[src/rtl/igr_arb_prio_csr_v2_if.sv]
// AVMM slave bus carrying CSR reads and writes into the ingress arbiter config block.
interface igr_arb_prio_csr_v2_if #(
  parameter int ADDR_WIDTH = 8,
  parameter int DATA_WIDTH = 32
);
  logic [ADDR_WIDTH-1:0]   avmm_address;
  logic                    avmm_read;
  logic [DATA_WIDTH-1:0]   avmm_readdata;
  logic                    avmm_readdata_valid;
  logic                    avmm_write;
  logic [DATA_WIDTH-1:0]   avmm_writedata;
  logic [DATA_WIDTH/8-1:0] avmm_byteenable;

  modport master (
    output avmm_address, avmm_read, avmm_write, avmm_writedata, avmm_byteenable,
    input  avmm_readdata, avmm_readdata_valid
  );

  modport slave (
    input  avmm_address, avmm_read, avmm_write, avmm_writedata, avmm_byteenable,
    output avmm_readdata, avmm_readdata_valid
  );
endinterface

[src/rtl/igr_arb_prio_csr_v2.sv]
// Ingress arbiter CSR: shadow/active per-port priority+enable with idle-gated commit,
// plus saturating per-port grant counters.

module igr_arb_prio_csr_v2_cnt #(
  parameter int CNT_WIDTH = 16
) (
  input  logic                 clk,
  input  logic                 rst,
  input  logic                 clr,
  input  logic                 inc,
  output logic [CNT_WIDTH-1:0] cnt
);
  // clear wins over a same-cycle increment
  always_ff @(posedge clk) begin
    if (rst || clr)             cnt <= '0;
    else if (inc && !(&cnt))    cnt <= cnt + 1'b1;
  end
endmodule

module igr_arb_prio_csr_v2 #(
  parameter int         BASE_ADDR  = 'h0,
  parameter int         MAX_ADDR   = 'h18,
  parameter int         ADDR_WIDTH = 8,
  parameter int         DATA_WIDTH = 32,
  parameter int         NUM_INTF   = 4,
  parameter int         CNT_WIDTH  = 16,
  parameter logic [3:0] RST_PRIO   = 4'h0
) (
  input  logic                      clk,
  input  logic                      rst,
  igr_arb_prio_csr_v2_if.slave      avmm,
  input  logic                      arb_idle,
  input  logic [NUM_INTF-1:0]       arb_grant,
  output logic [NUM_INTF-1:0][3:0]  cfg_priority,
  output logic [NUM_INTF-1:0]       cfg_enable,
  output logic                      cfg_update_pend
);
  localparam int DW = DATA_WIDTH;
  localparam logic [ADDR_WIDTH:0]   BASE_X         = (ADDR_WIDTH+1)'(BASE_ADDR);
  localparam logic [ADDR_WIDTH:0]   MAX_X          = (ADDR_WIDTH+1)'(MAX_ADDR);
  localparam logic [ADDR_WIDTH-1:0] OFF_CTRL       = ADDR_WIDTH'(0);
  localparam logic [ADDR_WIDTH-1:0] OFF_SH_EN      = ADDR_WIDTH'(1);
  localparam logic [ADDR_WIDTH-1:0] OFF_SH_PRIO_LO = ADDR_WIDTH'(2);
  localparam logic [ADDR_WIDTH-1:0] OFF_SH_PRIO_HI = ADDR_WIDTH'(3);
  localparam logic [ADDR_WIDTH-1:0] OFF_ACT_EN     = ADDR_WIDTH'(4);
  localparam logic [ADDR_WIDTH-1:0] OFF_ACT_PRIO_LO= ADDR_WIDTH'(5);
  localparam logic [ADDR_WIDTH-1:0] OFF_ACT_PRIO_HI= ADDR_WIDTH'(6);
  localparam logic [ADDR_WIDTH-1:0] OFF_CNT        = ADDR_WIDTH'(8);

  typedef enum logic {S_IDLE, S_PEND} state_t;

  logic [ADDR_WIDTH:0]               off_x;
  logic [ADDR_WIDTH-1:0]             off;
  logic                              in_rng;
  logic                              wr_hit;
  logic                              commit_wr;
  logic                              cnt_clr;
  logic                              act_load;
  state_t                            state_q, state_d;
  logic [NUM_INTF-1:0]               sh_en, act_en;
  logic [NUM_INTF-1:0][3:0]          sh_prio, act_prio;
  logic [NUM_INTF-1:0][CNT_WIDTH-1:0] grant_cnt;
  logic [DW-1:0]                     rd_word;
  logic [DW-1:0]                     rdata_q;
  logic                              rd_vld_q;
  logic                              unused_ok;

  // Borrow out of the subtraction flags addresses below the base.
  assign off_x     = {1'b0, avmm.avmm_address} - BASE_X;
  assign off       = off_x[ADDR_WIDTH-1:0];
  assign in_rng    = !off_x[ADDR_WIDTH] && (off_x < MAX_X);
  assign wr_hit    = avmm.avmm_write && in_rng;
  assign commit_wr = wr_hit && (off == OFF_CTRL) && avmm.avmm_byteenable[0] && avmm.avmm_writedata[0];
  assign cnt_clr   = wr_hit && (off == OFF_CTRL) && avmm.avmm_byteenable[1] && avmm.avmm_writedata[8];

  // Commit FSM
  always_ff @(posedge clk) begin
    if (rst) state_q <= S_IDLE;
    else     state_q <= state_d;
  end

  always_comb begin
    state_d = state_q;
    case (state_q)
      S_IDLE:  if (commit_wr) state_d = S_PEND;
      S_PEND:  if (arb_idle)  state_d = S_IDLE;
      default: state_d = S_IDLE;
    endcase
  end

  always_comb begin
    cfg_update_pend = (state_q == S_PEND);
    act_load        = (state_q == S_PEND) && arb_idle;
  end

  // Shadow / active config. Active samples the pre-write shadow on the load edge.
  always_ff @(posedge clk) begin
    if (rst) begin
      sh_en    <= '1;
      act_en   <= '1;
      sh_prio  <= {NUM_INTF{RST_PRIO}};
      act_prio <= {NUM_INTF{RST_PRIO}};
    end else begin
      if (act_load) begin
        act_en   <= sh_en;
        act_prio <= sh_prio;
      end
      for (int n = 0; n < NUM_INTF; n++) begin
        if (wr_hit && (off == OFF_SH_EN) && avmm.avmm_byteenable[n/8])
          sh_en[n] <= avmm.avmm_writedata[n];
        if (wr_hit && (off == ((n < 8) ? OFF_SH_PRIO_LO : OFF_SH_PRIO_HI)) &&
            avmm.avmm_byteenable[(n%8)/2])
          sh_prio[n] <= avmm.avmm_writedata[4*(n%8) +: 4];
      end
    end
  end

  assign cfg_priority = act_prio;
  assign cfg_enable   = act_en;

  // Per-port grant counters
  igr_arb_prio_csr_v2_cnt #(.CNT_WIDTH(CNT_WIDTH)) u_cnt [NUM_INTF-1:0] (
    .clk (clk),
    .rst (rst),
    .clr (cnt_clr),
    .inc (arb_grant),
    .cnt (grant_cnt)
  );

  function automatic logic [DW-1:0] prio_word(input logic [NUM_INTF-1:0][3:0] p, input logic hi);
    logic [DW-1:0] w;
    w = '0;
    for (int n = 0; n < NUM_INTF; n++)
      if ((n >= 8) == hi) w[4*(n%8) +: 4] = p[n];
    return w;
  endfunction

  always_comb begin
    rd_word = '0;
    if (in_rng) begin
      case (off)
        OFF_CTRL:        rd_word[1] = (state_q == S_PEND);
        OFF_SH_EN:       rd_word = DW'(sh_en);
        OFF_SH_PRIO_LO:  rd_word = prio_word(sh_prio, 1'b0);
        OFF_SH_PRIO_HI:  rd_word = prio_word(sh_prio, 1'b1);
        OFF_ACT_EN:      rd_word = DW'(act_en);
        OFF_ACT_PRIO_LO: rd_word = prio_word(act_prio, 1'b0);
        OFF_ACT_PRIO_HI: rd_word = prio_word(act_prio, 1'b1);
        default: ;
      endcase
      for (int n = 0; n < NUM_INTF; n++)
        if (off == OFF_CNT + ADDR_WIDTH'(n)) rd_word = DW'(grant_cnt[n]);
    end
  end

  // Read data is taken from register state before this cycle's write lands.
  always_ff @(posedge clk) begin
    if (rst) begin
      rd_vld_q <= 1'b0;
      rdata_q  <= '0;
    end else begin
      rd_vld_q <= avmm.avmm_read;
      if (avmm.avmm_read) rdata_q <= rd_word;
    end
  end

  assign avmm.avmm_readdata       = rdata_q;
  assign avmm.avmm_readdata_valid = rd_vld_q;

  assign unused_ok = ^{avmm.avmm_writedata, avmm.avmm_byteenable, off_x};
endmodule

[src/flat_wrapper.sv]
// flat-port wrapper written by rule: the top's interface ports become plain ports
module igr_arb_prio_csr_v2_flat 
#(
  parameter int         BASE_ADDR  = 'h0,
  parameter int         MAX_ADDR   = 'h18,
  parameter int         ADDR_WIDTH = 8,
  parameter int         DATA_WIDTH = 32,
  parameter int         NUM_INTF   = 4,
  parameter int         CNT_WIDTH  = 16,
  parameter logic [3:0] RST_PRIO   = 4'h0
)
  (clk, rst, arb_idle, arb_grant, cfg_priority, cfg_enable, cfg_update_pend, avmm_avmm_address, avmm_avmm_read, avmm_avmm_write, avmm_avmm_writedata, avmm_avmm_byteenable, avmm_avmm_readdata, avmm_avmm_readdata_valid);
  igr_arb_prio_csr_v2_if #(.ADDR_WIDTH(ADDR_WIDTH), .DATA_WIDTH(DATA_WIDTH)) avmm_i ();
  input  logic clk;
  input  logic rst;
  input  logic arb_idle;
  input  logic [NUM_INTF-1:0] arb_grant;
  output logic [NUM_INTF-1:0][3:0] cfg_priority;
  output logic [NUM_INTF-1:0] cfg_enable;
  output logic cfg_update_pend;
  input wire logic [$bits(avmm_i.avmm_address)-1:0] avmm_avmm_address;
  input wire logic [$bits(avmm_i.avmm_read)-1:0] avmm_avmm_read;
  input wire logic [$bits(avmm_i.avmm_write)-1:0] avmm_avmm_write;
  input wire logic [$bits(avmm_i.avmm_writedata)-1:0] avmm_avmm_writedata;
  input wire logic [$bits(avmm_i.avmm_byteenable)-1:0] avmm_avmm_byteenable;
  output wire logic [$bits(avmm_i.avmm_readdata)-1:0] avmm_avmm_readdata;
  output wire logic [$bits(avmm_i.avmm_readdata_valid)-1:0] avmm_avmm_readdata_valid;
  assign avmm_i.avmm_address = avmm_avmm_address;
  assign avmm_i.avmm_read = avmm_avmm_read;
  assign avmm_i.avmm_write = avmm_avmm_write;
  assign avmm_i.avmm_writedata = avmm_avmm_writedata;
  assign avmm_i.avmm_byteenable = avmm_avmm_byteenable;
  assign avmm_avmm_readdata = avmm_i.avmm_readdata;
  assign avmm_avmm_readdata_valid = avmm_i.avmm_readdata_valid;
  igr_arb_prio_csr_v2 #(.BASE_ADDR(BASE_ADDR), .MAX_ADDR(MAX_ADDR), .ADDR_WIDTH(ADDR_WIDTH), .DATA_WIDTH(DATA_WIDTH), .NUM_INTF(NUM_INTF), .CNT_WIDTH(CNT_WIDTH), .RST_PRIO(RST_PRIO)) u_core (.clk(clk), .rst(rst), .avmm(avmm_i), .arb_idle(arb_idle), .arb_grant(arb_grant), .cfg_priority(cfg_priority), .cfg_enable(cfg_enable), .cfg_update_pend(cfg_update_pend));
endmodule
[config.mk]
export PLATFORM = sky130hd
export DESIGN_NAME = igr_arb_prio_csr_v2_flat
export DESIGN_NICKNAME = d
export VERILOG_FILES = /design/src/rtl/igr_arb_prio_csr_v2_if.sv /design/src/rtl/igr_arb_prio_csr_v2.sv /design/src/flat_wrapper.sv
export SDC_FILE = /design/constraint.sdc
export NUM_CORES = 1
export LEC_CHECK = 0
export CORE_ASPECT_RATIO = 1.75
export CORE_UTILIZATION = 42
export CTS_CLUSTER_DIAMETER = 120
export DETAILED_ROUTE_END_ITERATION = 6
export PLACE_DENSITY = 0.64
export SLEW_MARGIN = 20
export SYNTH_ARGS = -nofsm -noshare
export SYNTH_HDL_FRONTEND = slang
export SYNTH_HIERARCHICAL = 1
export SYNTH_SLANG_ARGS = --single-unit
[constraint.sdc]
create_clock -name clk -period 2.47 [get_ports clk]
set_clock_uncertainty 0.1 [all_clocks]
set_input_delay 0.6175 -clock clk [delete_from_list [all_inputs] [get_ports clk]]
set_output_delay 0.6175 -clock clk [all_outputs]
set_load 0.01 [all_outputs]
-- Word-level counts from Yosys, hierarchy flattened
Index checks and enable logic that the tools add are counted.
- bits in registers: 138
- input bits: 53
- output and inout port bits: 54
- logic and storage cells: 68
- add/sub/neg operators: 4
- order comparisons: 1
- equality and inequality tests: 8
- mux-type cells: 11
- bitwise logic cells: 1
- reductions and logical operators: 26
- operators by type and width (kind ; count):
    $add A16 B1 Y16 const B ; 4
    $mux W16 ; 4
    $reduce_and A16 Y1 ; 4
    $pmux W14 S4 ; 1
    $eq A8 B4 Y1 const B ; 4
    $mux W32 ; 1
    $eq A8 B3 Y1 const B ; 2
    $logic_and A1 B1 Y1 ; 16
    $eq A8 B1 Y1 const B ; 1
    $eq A8 B2 Y1 const B ; 1
    $logic_not A8 Y1 ; 1
    $lt A8 B5 Y1 const B ; 1
    $pmux W1 S5 ; 1
    $logic_not A1 Y1 ; 4
    $pmux W1 S4 ; 1
    $mux W1 ; 2
    $pmux W1 S2 ; 1
    $logic_or A1 B1 Y1 ; 1
    $not A1 Y1 ; 1

-- Logic depth before layout (Yosys ltp)
Gate-level depths: netlist of run 1.
- depth after elaboration: 7
- mapped depth: 8
- depth with buffers taken out: 6

-- Modules after synthesis
The synthesis of run 1 kept the hierarchy.
- by module, submodules not included (module ; instances ; cells each ; area each (um^2) ; sequential area each (um^2)):
    igr_arb_prio_csr_v2_cnt ; 4 ; 92 ; 814.5 ; 320.3
    igr_arb_prio_csr_v2 ; 1 ; 341 ; 3057.9 ; 1161.1

-- Worst setup path before layout of run 1
Ideal clock, no wire load.
- path kind: input to register
- from: input avmm_avmm_address[2]
- to: register u_core.u_cnt[0].cnt[14]
- setup time: 0.101 ns
- arrival: 2.199 ns
- required time: 2.269 ns
- slack: 0.070 ns
- stages on the path: 7
- buffers on the path: 2
- path through: clkbuf_1 nor4b_1 and2_1 and4_1 or2_2 clkbuf_1 o41ai_1
- longest elaborated chain between the ends: 6
- elaborated cells on any way between the ends: 7
- classes of those cells: 1 x order compare; 6 x reduce/logical
- RTL lines (element ; line ; source):
    from (decl) ; flat_wrapper.sv:21 ; input wire logic [$bits(avmm_i.avmm_address)-1:0] avmm_avmm_address;
    $lt A8 B5 Y1 ; igr_arb_prio_csr_v2.sv:71 ; assign in_rng = !off_x[ADDR_WIDTH] && (off_x < MAX_X);
    $logic_and A1 B1 Y1 ; igr_arb_prio_csr_v2.sv:72 ; assign wr_hit = avmm.avmm_write && in_rng;
    $logic_and A1 B1 Y1 * (3 in a row) ; igr_arb_prio_csr_v2.sv:74 ; assign cnt_clr = wr_hit && (off == OFF_CTRL) && avmm.avmm_byteenable[1] && avmm.avmm_writedata[8];
    named net u_core.cnt_clr ; igr_arb_prio_csr_v2.sv:57 ; logic cnt_clr;
    $logic_or A1 B1 Y1 * ; igr_arb_prio_csr_v2.sv:15 ; if (rst || clr) cnt <= '0;
    to (signal assigned) ; igr_arb_prio_csr_v2.sv:16 ; else if (inc && !(&cnt)) cnt <= cnt + 1'b1;
    to (decl) ; igr_arb_prio_csr_v2.sv:11 ; output logic [CNT_WIDTH-1:0] cnt
Mark *: on every way through the listed nets, which the timed path passes. The rest lies on a longest branch.
A chain may end at the register's enable or synchronous reset.

-- Final worst setup path of run 1
- from: input avmm_avmm_address[2]
- to: register u_core.u_cnt[0].cnt[10]
Same word-level chain as after synthesis.

==> results of run 1 <==
[cells by family after synthesis]
kind of cell             count (synthesis)  share of synthesized area
AO/OA/AOI/OAI                          191                      0.207
XOR/XNOR                                 4                    0.00555
adder cells (fa/ha/maj)                  4                    0.00792
buffers and inverters                   54                     0.0481
flip-flops                             122                      0.387
multiplexers                            36                     0.0848
other                                    1                   0.000594
AND/OR/NAND/NOR                        297                      0.260
[layout make-up]
| cell class | instances | share of cell area |
|---|---|---|
| Multi-Input combinational cell | 548 | 0.458 |
| Sequential cell | 122 | 0.307 |
| Timing Repair Buffer | 106 | 0.124 |
| Clock buffer | 17 | 0.0534 |
| Tap cell | 183 | 0.0287 |
| Clock inverter | 15 | 0.0256 |
| Inverter | 8 | 0.00377 |
[worst max-delay path, delay by kind of cell]
kind	cells	cell delay (ps)
AOI/OAI and AO/OA	1	400
buffers and inverters	2	680
and+or+nand+nor	4	880
[cell usage in the layout, fill, tap and decap left out, types with 12 or more instances in the layout]
master           count
nor2_1              35
mux2i_1             22
a21oi_1             48
o21ai_0             34
a22o_1              12
clkdlybuf4s50_1     70
o31ai_1             16
buf_4               32
mux4_2              14
dfxtp_1            122
nand4_1             20
nand2_1             91
clkbuf_16           17
conb_1              16
and4_1              17
o311ai_0            16
or4_1               17
o41ai_1             16
nand3_1             29
[routing by layer]
metal | up-vias | GRT usage
li1 | 2885 | -
met1 | 2947 | 0.247
met2 | 215 | 0.466
met3 | 65 | 0.0468
met4 | 0 | 0.160
met5 | - | 0
[per-stage QoR]
stage                     setup slack, ps  cell area [um^2]  instances  total power [mW]
final                                89.8              7970        999              4.94
after global routing                0.989              7970        999              5.09
after CTS                            80.4              7950        999              4.98
after detailed placement             -347              7320        967              2.31
after global placement               -294              7320        967              2.31
after floorplan                      70.3              6370        724              2.20
[power breakdown]
group / switching [mW] / total, mW / internal [mW]
sequential: 0.0238 / 2.01 / 1.98
clock: 1.03 / 2.66 / 1.63
combinational: 0.147 / 0.273 / 0.126
[timing repair]
item,in CTS,in global routing
setup endpoints to repair,0,20
buffers inserted,0,0
gates resized for setup,0,6
[state kept, by name (all words and copies together), names as in the netlist]
register,count
u_core/u_cnt/cnt,64
u_core/sh_en,4
u_core/sh_prio,16
u_core/cfg_enable,4
u_core/cfg_update_pend,1
u_core/avmm.avmm_readdata_valid,1
u_core/avmm.avmm_readdata,16
u_core/cfg_priority,16
[worst max path at each step]
stage	start	end	depth (start not counted)
4_1_cts	avmm_avmm_address[2]	u_core/u_cnt[3]/cnt[5]	8
6_report	avmm_avmm_address[2]	u_core/u_cnt[0]/cnt[10]	7
3_3_place_gp	avmm_avmm_address[2]	u_core/u_cnt[3]/cnt[5]	8
2_1_floorplan	avmm_avmm_address[2]	u_core/u_cnt[0]/cnt[14]	7
3_5_place_dp	avmm_avmm_address[2]	u_core/u_cnt[3]/cnt[5]	8
5_1_grt	avmm_avmm_address[2]	u_core/u_cnt[0]/cnt[10]	7
==> flow_summary_export.csv, run 1 <==
group,metric,value,unit
timing,rsz0062_at_grt,"false",
die,rows,59,
die,die_x,94.7,um
cells_and_area,multi_input_area,3640,um^2
grt,grt_pass1_wl,29700,um
yosys,synth_flop_cell,"dfxtp_1",
worst_hold_path,hold_path.class,"flip-flop to flip-flop",
timing,hold_viol,0,
clocking,hold_buffers,0,
timing,relSlewSlack,0.444,
cells_and_area,antenna_cells,0,
yosys,yosys.area.top_type_share,0.387,
flow_run,maxCapViolCount,0,
yosys,synth_area_leaders,"dfxtp_1 (39%), nand2_1 (5.4%), mux4_2 (5.0%)",
die,initial_core_util,0.428,
cells_and_area,final_core_util,0.540,
critical_path,path_max_fanout,12,
timing,worst_pin_slew,833,ps
critical_path,worst-r2r-cell-count,5,
critical_path,endpoint_kind,"flip-flop",
critical_path,required,2670,ps
clocking,clk_latency,420,ps
power_and_ir_drop,p_leak,2.82,nW
timing,setup_viol,0,
drt,detail_route.wirelength,19400,um
critical_path,crit_chain,"clkdlybuf4s50_1 -> nor4b_2 -> and2_1 -> and4_1 -> buf_12 -> or2_2 -> o41ai_1",
drt,drtIter0Drc,337,
grt,antenna_found_initial,0,
placement,place_hpwl,14500,um
timing,max_freq,420,MHz
timing,slew_viol_final,0,
status,status,"finished clean",
yosys,synth-edff-count,0,
clocking,cts_root_buf,"clkbuf_16",
die,die-area,15600,um^2
power_and_ir_drop,peakVddDrop,372,uV
drt,vias,6112,
critical_path,rr_startpoint,"u_core/u_cnt[1]/cnt[0]",
worst_hold_path,min_path_cells,2,
power_and_ir_drop,power_density,620,nW/um^2
drt,wl_met2,10500,um
drt,met1_length,7050,um
grt,gr-total-overflow,0,
worst_hold_path,hold_path_startpoint,"u_core/avmm.avmm_readdata[12]",
drt,maxUsedRoutingLayer,"met4",
grt,track_usage,0.251,
yosys,netlist_top_cells_count,"dfxtp_1 (122), nand2_1 (91), a21oi_1 (48)",
critical_path,slowest_stage,"clkdlybuf4s50_1",
yosys,synth-async-reset-ratio,0,
yosys,synth_seq_cells,122,
die,core-area,14800,um^2
critical_path,reg2reg_to,"u_core/u_cnt[1]/cnt[12]",
clocking,cts_buffers,17,
clocking,cts_tree,"done",
drt,drcViolationCount,0,
drt,wl_per_cell,19.4,um
drt,met3WireLength,809,um
clocking,cts_htree_levels,4,
yosys,synth.most_common_cell,"dfxtp_1",
die,ios,107,
drt,antenna_left,0,
die,die_h,164,um
timing,final.setup.tns,0,ps
critical_path,critPathKind,"primary input to flip-flop",
critical_path,max_stage_delay,520,ps
timing,hold_ws,358,ps
cells_and_area,n_fill_cell,1346,
cells_and_area,num-nets-final,860,
grt,grt_pass1_vias,5979,
cells_and_area,regArea,2440,um^2
yosys,netlist_area,6320,um^2
clocking,clock_sinks,122,
yosys,yosys.area.top_type,"dfxtp_1",
yosys,ys_warn_count,6,
cells_and_area,drive_gt1_frac,0.145,
yosys,syn_area_per_cell,8.91,um^2
critical_path,cp.arrival,2580,ps
yosys,ys_seq_area_frac,0.387,
timing,finalCriticalPeriod,2380,ps
drt,drtPass1Iterations,5,
cells_and_area,syn_to_final_growth,26.1,%
critical_path,rrSetupSlack,370,ps
grt,grt_max_degree,43,
worst_hold_path,whs_endpoint,"u_core/avmm.avmm_readdata[12]",
timing,post-route-period-util,0.964,
clocking,clk_pin_slew,60,ps
critical_path,start_kind,"primary input",
placement,gp_congestion,0.880,
clocking,ctsLongestPathBuffers,2,
placement,portBuffers,72,
yosys,netlist_instances,709,
drt,vias_per_cell,6.12,
yosys,ys_types,51,
No activity file was read; power rests on OpenSTA's default activity.
==> run 2, diff against run 1 <==
--- a/config.mk
+++ b/config.mk
@@ -6,10 +6,10 @@
 export NUM_CORES = 1
 export LEC_CHECK = 0
 export CORE_ASPECT_RATIO = 1.75
-export CORE_UTILIZATION = 42
+export CORE_UTILIZATION = 48
 export CTS_CLUSTER_DIAMETER = 120
 export DETAILED_ROUTE_END_ITERATION = 6
-export PLACE_DENSITY = 0.64
+export PLACE_DENSITY = 0.72
 export SLEW_MARGIN = 20
 export SYNTH_ARGS = -nofsm -noshare
 export SYNTH_HDL_FRONTEND = slang
==> run 2 against run 1 <==
Effect of this change:
- utilization grew 8.4 points
- routed wire length rose by 1.6%
- non-clock buffer count up 1
- largest power group unchanged
- sequential share of layout area decreased by 0.20 points
- setup slack worse by 13 ps
- register-to-register slack lost 260 ps
- hold slack improved by 4.9 ps
- first-iteration DRC count grew 45%
- critical path depth up 1
- global-route usage is 4.4 points higher
==> flow_summary_export.csv, run 2 (synthesis results as in run 1) <==
group,metric,value,unit
status,status,"finished clean",
die,initial_core_util,0.491,
cells_and_area,layout_common_cells,"dfxtp_1 (122), nand2_1 (91), clkdlybuf4s50_1 (70), a21oi_1 (48), nor2_1 (38)",
power_and_ir_drop,power_density,630,nW/um^2
timing,relSlewSlack,0.254,
cells_and_area,largest_reg_flops,64,
die,core-area,12900,um^2
grt,track_usage,0.295,
clocking,cts_root_buf,"clkbuf_16",
clocking,cts_htree_levels,4,
drt,vias_per_cell,6.47,
grt,grt_max_degree,28,
critical_path,max_stage_delay,490,ps
critical_path,crit_chain,"clkdlybuf4s50_1 -> nor4b_1 -> and2_1 -> and4_1 -> buf_12 -> nor2_1 -> o311ai_0 -> o41ai_1",
die,ios,107,
timing,worst_pin_slew,1120,ps
drt,vias,6388,
placement,gp_congestion,0.873,
grt,grt_pass1_vias,6274,
die,die_x,88.7,um
cells_and_area,drive_gt1_frac,0.142,
clocking,clk_latency,420,ps
power_and_ir_drop,peakVddDrop,411,uV
die,die-area,13600,um^2
cells_and_area,regMostFlops,"u_core/u_cnt/cnt",
critical_path,start_kind,"primary input",
critical_path,endpoint_kind,"flip-flop",
drt,antenna_left,0,
critical_path,cp.arrival,2600,ps
timing,final.setup.tns,0,ps
die,die_h,154,um
placement,place_hpwl,14200,um
timing,max_freq,418,MHz
clocking,clk_pin_slew,60,ps
die,rows,55,
clocking,clock_sinks,122,
drt,drtIter0Drc,490,
clocking,cts_buffers,17,
timing,hold_viol,0,
drt,wl_per_cell,19.9,um
cells_and_area,postLayoutCellArea,8020,um^2
timing,finalCriticalPeriod,2390,ps
cells_and_area,final_common_cell,"dfxtp_1",
critical_path,slowest_stage,"clkdlybuf4s50_1",
cells_and_area,num-nets-final,861,
drt,drcViolationCount,0,
worst_hold_path,hold_path.class,"flip-flop to flip-flop",
cells_and_area,syn_to_final_growth,27.0,%
clocking,cts_setup_buffers,0,
drt,detail_route.wirelength,19700,um
grt,gr-total-overflow,0,
clocking,ctsLongestPathBuffers,2,
clocking,cts_tree,"done",
timing,post-route-period-util,0.969,
timing,hold_ws,362,ps
grt,antenna_found_initial,0,
placement,portBuffers,72,
critical_path,critPathKind,"primary input to flip-flop",
timing,setup_viol,0,
critical_path,path_max_fanout,12,
drt,drtPass1Iterations,7,
flow_run,maxCapViolCount,0,
timing,rsz0062_at_grt,"false",
placement,postPlaceCellArea,7350,um^2
cells_and_area,antenna_cells,0,
timing,slew_viol_final,0,
grt,grt_pass1_wl,30700,um
power_and_ir_drop,p_leak,2.85,nW
critical_path,required,2680,ps
-- run 2: repair_timing --
item                                    4_1_cts  5_1_grt
gates resized for setup                       0        3
endpoints found under the setup margin        0       12
hold buffers                                  0        0
hold endpoints to repair                      0        0
-- run 2: path summary, 6_finish.rpt --
kind / endpoint / slack [ps] / from / cells after the start
worst max-delay path: u_core/u_cnt[3]/cnt[14] / 80 / avmm_avmm_address[2] / 8
worst min-delay path: u_core/avmm.avmm_readdata[12] / 360 / u_core/avmm.avmm_readdata[12] / 2
worst max register to register: u_core/u_cnt[1]/cnt[14] / 110 / u_core/u_cnt[1]/cnt[0] / 5
worst min register to register: u_core/avmm.avmm_readdata[12] / 360 / u_core/avmm.avmm_readdata[12] / 2
-- run 2: per-stage QoR --
step | util | instances | power [mW] | setup WS [ps]
CTS | 0.622 | 988 | 5.07 | 21.5
global placement | 0.571 | 956 | 2.31 | -254
floorplan | - | 724 | 2.20 | 70.3
detailed placement | 0.571 | 956 | 2.32 | -321
finish | 0.623 | 988 | 5.05 | 77.2
global route | 0.623 | 988 | 5.19 | 6.89
-- run 2: power by group --
group	switching [mW]	total, mW	internal, mW
logic	0.151	0.280	0.129
registers	0.0237	2.01	1.98
clock network	0.942	2.76	1.82
total	1.12	5.05	3.94
-- run 2: layer usage --
metal | GRT usage | vias up | wire [um]
met1 | 0.283 | 3067 | 6780
met4 | 0.209 | 0 | 1220
met3 | 0.0633 | 92 | 1200
met5 | 0 | - | 0
met2 | 0.534 | 333 | 10500
li1 | - | 2896 | -
-- run 2: final cells by class --
| cell class | count | area, um^2 |
|---|---|---|
| Tap cell | 171 | 214 |
| Timing Repair Buffer | 107 | 1040 |
| Fill cell | 1083 | 4850 |
| Clock inverter | 14 | 219 |
| Inverter | 8 | 30.0 |
| Clock buffer | 18 | 439 |
| Sequential cell | 122 | 2440 |
| Multi-Input combinational cell | 548 | 3640 |
-- run 2: critical path, delay by kind of cell --
kind                   cells  cell delay, ps
buffers and inverters      2             650
AOI/OAI and AO/OA          2             380
and+or+nand+nor            4             960
==> run 3, diff against run 2 <==
--- a/config.mk
+++ b/config.mk
@@ -6,10 +6,12 @@
 export NUM_CORES = 1
 export LEC_CHECK = 0
 export CORE_ASPECT_RATIO = 1.75
+export CORE_MARGIN = 2
 export CORE_UTILIZATION = 48
 export CTS_CLUSTER_DIAMETER = 120
 export DETAILED_ROUTE_END_ITERATION = 6
 export PLACE_DENSITY = 0.72
+export SETUP_SLACK_MARGIN = 0.05
 export SLEW_MARGIN = 20
 export SYNTH_ARGS = -nofsm -noshare
 export SYNTH_HDL_FRONTEND = slang
==> run 3 against run 2 <==
Effect of this change:
- critical path depth fell by 1
- non-clock buffer count is the same
- sequential power about the same
- final area shrank 0.23%
- sequential cell count did not move
==> flow_summary_export.csv, run 3 (synthesis results as in run 1) <==
group,metric,value,unit
cells_and_area,drive_gt1_frac,0.146,
clocking,ctsLongestPathBuffers,2,
clocking,clock_sinks,122,
die,die_x,90.7,um
grt,grt_use_met1,0.256,
grt,grt_max_degree,23,
clocking,clk_pin_slew,50,ps
critical_path,critPathKind,"primary input to flip-flop",
power_and_ir_drop,peakVddDrop,396,uV
drt,vias,6158,
clocking,cts_tree,"done",
worst_hold_path,hold_path.class,"flip-flop to flip-flop",
grt,grt_pass1_vias,6131,
drt,drtPass1Iterations,5,
clocking,hold_buffers,0,
status,status,"finished clean",
die,ios,107,
cells_and_area,largest_reg_flops,64,
critical_path,crit_chain,"clkdlybuf4s50_1 -> nor4b_1 -> and2_1 -> and4_1 -> buf_12 -> or2_2 -> o41ai_1",
timing,worst_pin_slew,1120,ps
grt,antenna_found_initial,0,
cells_and_area,syn_to_final_growth,26.7,%
grt,grtUsageMet2,0.523,
timing,rsz0062_at_grt,"false",
critical_path,max_stage_delay,490,ps
cells_and_area,regMostFlops,"u_core/u_cnt/cnt",
placement,place_hpwl,14100,um
drt,wl_per_cell,19.3,um
placement,dp_cells,956,
flow_run,maxCapViolCount,0,
critical_path,endpoint_kind,"flip-flop",
timing,hold_viol,0,
critical_path,path_max_fanout,12,
clocking,clk_latency,410,ps
grt,busiest_layer,"met2",
timing,finalCriticalPeriod,2380,ps
timing,final.setup.tns,0,ps
power_and_ir_drop,p_leak,2.84,nW
die,die_h,156,um
cells_and_area,final_common_cell,"dfxtp_1",
power_and_ir_drop,power_density,628,nW/um^2
critical_path,start_kind,"primary input",
cells_and_area,n_fill_cell,1087,
timing,max_freq,421,MHz
clocking,cts_buffers,17,
die,die-area,14100,um^2
timing,slew_viol_final,0,
clocking,cts_root_buf,"clkbuf_16",
clocking,cts_htree_levels,4,
power_and_ir_drop,power.total,5.03,mW
critical_path,slowest_stage,"clkdlybuf4s50_1",
cells_and_area,layout_common_cells,"dfxtp_1 (122), nand2_1 (91), clkdlybuf4s50_1 (70), a21oi_1 (48), nor2_1 (35)",
placement,portBuffers,72,
drt,vias_per_cell,6.23,
timing,setup_slack,94.5,ps
cells_and_area,antenna_cells,0,
timing,setup_viol,0,
die,rows,55,
critical_path,cp_top_family,"simple AND/OR/NAND/NOR gates",
placement,gp_congestion,0.902,
cells_and_area,num-nets-final,861,
drt,drcViolationCount,0,
drt,antenna_left,0,
drt,detail_route.wirelength,19000,um
die,core-area,12900,um^2
die,initial_core_util,0.491,
critical_path,required,2660,ps
timing,relSlewSlack,0.249,
grt,track_usage,0.266,
grt,grt_pass1_wl,30000,um
grt,gr-total-overflow,0,
placement,place_ws,-318,ps
drt,drtIter0Drc,425,
critical_path,crit_buf_inv,2,
grt,grtUsageMet3,0.0493,
cells_and_area,finalNonFillerCells,988,
critical_path,cp.arrival,2570,ps
timing,post-route-period-util,0.962,
-- run 3: per-layer routing --
| metal | wire [um] | part of all wire |
|---|---|---|
| met1 | 6920 | 0.36 |
| met2 | 10400 | 0.55 |
| met3 | 880 | 0.046 |
| met4 | 771 | 0.041 |
| met5 | 0 | 0 |
-- run 3: report_power, final --
group,total [mW],switching (mW),internal [mW],leakage (nW)
registers,2.01,0.0234,1.98,0.984
clock network,2.74,0.924,1.82,0.313
logic,0.274,0.147,0.127,1.54
-- run 3: worst paths after layout --
| kind | to | cells after the start | slack [ps] | start |
|---|---|---|---|---|
| setup reg to reg | u_core/u_cnt[0]/cnt[10] | 5 | 260 | u_core/u_cnt[0]/cnt[0] |
| hold reg to reg | u_core/avmm.avmm_readdata[12] | 2 | 370 | u_core/avmm.avmm_readdata[12] |
| setup / recovery | u_core/u_cnt[0]/cnt[14] | 7 | 90 | avmm_avmm_address[2] |
| hold / removal | u_core/avmm.avmm_readdata[12] | 2 | 370 | u_core/avmm.avmm_readdata[12] |
-- run 3: worst register-to-register path, delay by kind of cell (launching register included) --
kind,cells,cell delay [ps]
fa+ha+maj,1,270
flops,1,410
simple gates,2,620
compound gates,2,670
-- run 3: final cells by class --
cell class                 instances  area [um^2]  area share
clock buffer                      18          439      0.0549
clock inverter                    14          218      0.0272
multi-input combinational        548         3650       0.456
sequential                       122         2440       0.305
inverter                           8         30.0     0.00375
tap                              171          214      0.0267
timing repair buffer             107         1010       0.126
-- run 3: repair_timing --
action,4_1_cts,5_1_grt
setup buffers,0,0
cloned,0,0
resized for setup,1,5
endpoints found under the setup margin,1,26
-- run 3: per-stage QoR --
stage	instance area, um^2	util	hold slack [ps]
after detailed placement	7320	0.569	358
after CTS	7980	0.620	365
final	8000	0.622	367
after global placement	7320	0.569	335
after global routing	8000	0.622	393
after floorplan	6370	-	345
